File: config.mk
export PLATFORM = sky130hd
export DESIGN_NAME = decoder_3x8_hs
export DESIGN_NICKNAME = d
export VERILOG_FILES = /design/src/rtl/decoder_3x8_hs.sv
export SDC_FILE = /design/constraint.sdc
export NUM_CORES = 1
export LEC_CHECK = 0
export CORE_UTILIZATION = 42
export DETAILED_ROUTE_END_ITERATION = 10
export PLACE_DENSITY = 0.72
export SETUP_SLACK_MARGIN = 0.02
export SLEW_MARGIN = 20
export SYNTH_ARGS = -nofsm -noshare
export SYNTH_HDL_FRONTEND = slang
export SYNTH_SLANG_ARGS = --single-unit
File: constraint.sdc
create_clock -name clk -period 1.55 [get_ports clk]
set_clock_uncertainty 0.2 [all_clocks]
set_input_delay 0.155 -clock clk [delete_from_list [all_inputs] [get_ports clk]]
set_output_delay 0.155 -clock clk [all_outputs]
set_load 0.02 [all_outputs]
File: src/rtl/decoder_3x8_hs.sv
// Registered N:2**N grant decoder with valid/ready accept and
// per-grant acknowledge or timeout release.
module decoder_3x8_hs #(
  parameter int N       = 3,
  parameter int TIMEOUT = 16
) (
  input  logic              clk,
  input  logic              rst,
  input  logic [N-1:0]      Y,
  input  logic              Vld,
  output logic              Rdy,
  output logic [2**N-1:0]   D,
  input  logic              Ack,
  output logic              Busy,
  output logic              Done,
  output logic              Tout,
  output logic [N-1:0]      Last
);

  localparam int W  = 2**N;
  localparam int CW = $clog2(TIMEOUT);
  localparam logic [CW-1:0] CNT_MAX = CW'(TIMEOUT - 1);
  localparam logic [W-1:0]  ONE     = {{(W-1){1'b0}}, 1'b1};

  typedef enum logic {
    IDLE,
    DRIVE
  } state_e;

  state_e          state_q, state_d;
  logic [N-1:0]    code_q, code_d;
  logic [CW-1:0]   cnt_q, cnt_d;
  logic [W-1:0]    d_q, d_d;
  logic            rdy_q, rdy_d;
  logic            busy_q, busy_d;
  logic            done_q, done_d;
  logic            tout_q, tout_d;
  logic [N-1:0]    last_q, last_d;

  always_ff @(posedge clk) begin
    if (rst) begin
      state_q <= IDLE;
      code_q  <= '0;
      cnt_q   <= '0;
      d_q     <= '0;
      rdy_q   <= 1'b0;
      busy_q  <= 1'b0;
      done_q  <= 1'b0;
      tout_q  <= 1'b0;
      last_q  <= '0;
    end else begin
      state_q <= state_d;
      code_q  <= code_d;
      cnt_q   <= cnt_d;
      d_q     <= d_d;
      rdy_q   <= rdy_d;
      busy_q  <= busy_d;
      done_q  <= done_d;
      tout_q  <= tout_d;
      last_q  <= last_d;
    end
  end

  always_comb begin
    state_d = state_q;
    code_d  = code_q;
    cnt_d   = cnt_q;
    d_d     = d_q;
    rdy_d   = rdy_q;
    busy_d  = busy_q;
    done_d  = 1'b0;
    tout_d  = 1'b0;
    last_d  = last_q;
    unique case (state_q)
      IDLE: begin
        rdy_d  = 1'b1;
        d_d    = '0;
        busy_d = 1'b0;
        // Rdy is low on the first cycle out of reset, so Vld is ignored there
        if (rdy_q && Vld) begin
          state_d = DRIVE;
          code_d  = Y;
          cnt_d   = '0;
          d_d     = ONE << Y;
          rdy_d   = 1'b0;
          busy_d  = 1'b1;
        end
      end
      DRIVE: begin
        if (Ack || cnt_q == CNT_MAX) begin
          state_d = IDLE;
          d_d     = '0;
          rdy_d   = 1'b1;
          busy_d  = 1'b0;
          last_d  = code_q;
          cnt_d   = '0;
          done_d  = Ack;
          tout_d  = !Ack;
        end else begin
          cnt_d = cnt_q + 1'b1;
        end
      end
      default: state_d = IDLE;
    endcase
  end

  assign Rdy  = rdy_q;
  assign D    = d_q;
  assign Busy = busy_q;
  assign Done = done_q;
  assign Tout = tout_q;
  assign Last = last_q;

endmodule

==> summary.txt <==
status = complete, no violations
f_max = 683.5 MHz
worst rel slew slack = 83.11%
first-pass GRT wire length = 3056 um
diode count = 0
Final Critical Period = 1463 ps
Req. time, crit path = 1580 ps
Post-Syn Area per Cell = 10.33 sq um
Post-Route WL = 1792 um
crit path launch type = flop
gr ovfl total = 0
Residual DRC = 0
post-synth top area cell = dfxtp_1
Synthesized Nets = 98
top-count cell post-synth = dfxtp_1
vias in the first global route = 730
fin area = 1260 sq um
fillcell total = 196
period utilization = 94.39%
Initial Util = 45.98%
Leakage = 0.5418 nW
router iterations before antenna repair = 3
layout cells sized above 1 = 20.33%
Max-cap violations = 0
top post-synthesis cells by count = 23 x dfxtp_1, 10 x nor2_1, 8 x nand2b_1, 6 x mux2i_1
CTS tree = built
worst hold path depth = 2
Clock Path Buffers = 2
Post-Syn Area = 929.6 sq um
Max stage delay on crit path = 340 ps
Total Power = 1.004 mW
Power per Cell Area = 797.0 nW/um^2
sequential area share after synthesis = 49.53%
WL/cell = 11.95 um
Die W = 49.05 um
Post-synth EDFFs = 0
Gate Count Post-Synth = 90
peak supply drop = 0.0005566 V
Worst Setup End Kind = flop
initial DRC count = 11
H-tree depth = 1
DRT antenna net count = 0
HP Class = flop to flop
max-slew violation count = 0
# hold bufs at CTS = 0
area share of the largest cell type after synthesis = 49.53%
Worst-path clk slew = 120 ps
Die Y = 49.05 um
Final Hold Fails = 0
worst slew pin tran = 253.1 ps
io pins = 22
synth warn = 0
Post-DP Area = 1245 sq um
All-Layer GR Usage = 16.41%
fin nets = 132
FFs w/ async S/R, synth = 0%
Final HPWL DP = 1391 um
Clk Tree Root Cell = clkbuf_4
clk_lat worst skew = 290 ps
# clock sinks = 23
crit-path max FO = 4
worst path cell trace = ha_1 -> and3_4 -> or3_1 -> a21oi_1
DR vias = 767
CP Class = flop to flop
die area = 2405 sq um
Synth Register Bits = 23
TritonCTS Buffers = 3
CORE AREA = 2022 sq um
Main synth FF type = dfxtp_1
R2R depth = 4
# rows = 16
Register Area = 460.4 sq um
Port Buffers = 21
Final setup violation count = 0
Placer Congestion = 0.7644
P&R area growth vs syn = 35.53%
area of the multi-input gates = 461.7 sq um
slowest CP cell = or3_1
via/cell ratio = 5.113
largest net degree at the start of global routing = 13
critical path arrival = 1500 ps
initial antenna violation count = 0
Synth area leaders = dfxtp_1 50%, mux2i_1 6.5%, nand2b_1 5.4%, nor2_1 4.0%, a32oi_1 3.8%
unique cell type count in the Yosys netlist = 29
RSZ-0062 raised after global routing = no
-- cells by family (layout without fill, tap and decap cells) --
family          after synthesis  count (layout)  share of synthesized area (%)
compound gates               17              17                          15.48
fa+ha+maj                     1               1                          1.346
buf+inv                       4              37                          2.152
flops                        23              23                          49.53
mux                           6               6                          6.461
simple gates                 39              39                          25.03
-- placed cells by master (no fill, tap or decap), types with 2 or more instances in the layout --
| cell type | synthesis | final |
|---|---|---|
| clkbuf_4 | 0 | 3 |
| nand3_1 | 4 | 4 |
| a22o_2 | 3 | 3 |
| dlygate4sd2_1 | 0 | 15 |
| clkdlybuf4s50_1 | 0 | 6 |
| nand2_1 | 2 | 2 |
| a32oi_1 | 4 | 4 |
| nor3_1 | 3 | 3 |
| nor3b_1 | 2 | 2 |
| nand2b_1 | 8 | 8 |
| buf_4 | 1 | 11 |
| nor2_1 | 10 | 10 |
| o21ai_0 | 2 | 2 |
| mux2i_1 | 6 | 6 |
| nor2b_1 | 3 | 3 |
| a21oi_1 | 3 | 3 |
| dfxtp_1 | 23 | 23 |
| or3_1 | 2 | 2 |
-- registers in the layout, indices dropped and copies added (netlist names) --
| register | flops |
|---|---|
| cnt_q | 4 |
| Busy | 1 |
| code_q | 3 |
| Tout | 1 |
| Done | 1 |
| state_q | 1 |
| Last | 3 |
| Rdy | 1 |
| D | 8 |
-- critical path, delay by kind of cell (launching register included) --
family	cells	cell delay [ps]
AND/OR/NAND/NOR	2	540
flip-flops	1	330
adder cells (fa/ha/maj)	1	200
AO/OA/AOI/OAI	1	140
-- timing repair --
item | 4_1_cts | 5_1_grt
endpoints found under the hold margin | 0 | 0
resized for setup | 16 | 1
buffers inserted | 0 | 0
setup endpoints to repair | 20 | 2
-- through the flow --
step / TNS [ps] / cells / utilization [%] / hold slack [ps] / setup WS, ps
after floorplan: 0 / 90 / - / 31.15 / 39.39
final: 0 / 150 / 62.31 / 278.7 / 87.03
after global placement: -295.6 / 146 / 61.57 / 256.4 / -48.45
after CTS: 0 / 150 / 62.00 / 286.3 / 55.73
after detailed placement: -398.1 / 146 / 61.57 / 260.1 / -75.06
after global routing: 0 / 150 / 62.31 / 304.6 / 23.32
-- final timing paths --
| check | slack [ps] | end | startpoint |
|---|---|---|---|
| max | 90 | cnt_q[0]$_SDFFE_PP0P_ | cnt_q[0]$_SDFFE_PP0P_ |
| min | 280 | Busy$_SDFFE_PP0P_ | Busy$_SDFFE_PP0P_ |
| max reg2reg | 90 | cnt_q[0]$_SDFFE_PP0P_ | cnt_q[0]$_SDFFE_PP0P_ |
| min reg2reg | 280 | Busy$_SDFFE_PP0P_ | Busy$_SDFFE_PP0P_ |
-- where the power goes --
group	leakage, nW	switching (mW)	internal, mW
Clock	0.0150	0.159	0.100
Sequential	0.186	0.0115	0.605
Combinational	0.340	0.0631	0.0652
-- area by class of cell --
cell class	count	area share [%]
multi-input combinational	63	36.64
sequential	23	36.54
timing repair buffer	32	21.75
tap	27	2.681
clock buffer	4	2.085
inverter	1	0.2979
-- per-layer routing --
layer | track usage [%] | vias to the layer above | share of wire [%]
li1 | - | 391 | -
met1 | 20.27 | 361 | 50
met2 | 28.47 | 15 | 46
met3 | 3.738 | 0 | 3.7
met4 | 4.412 | 0 | 0
met5 | 0 | - | 0
Note: power is estimated with default switching activity, not from simulation.
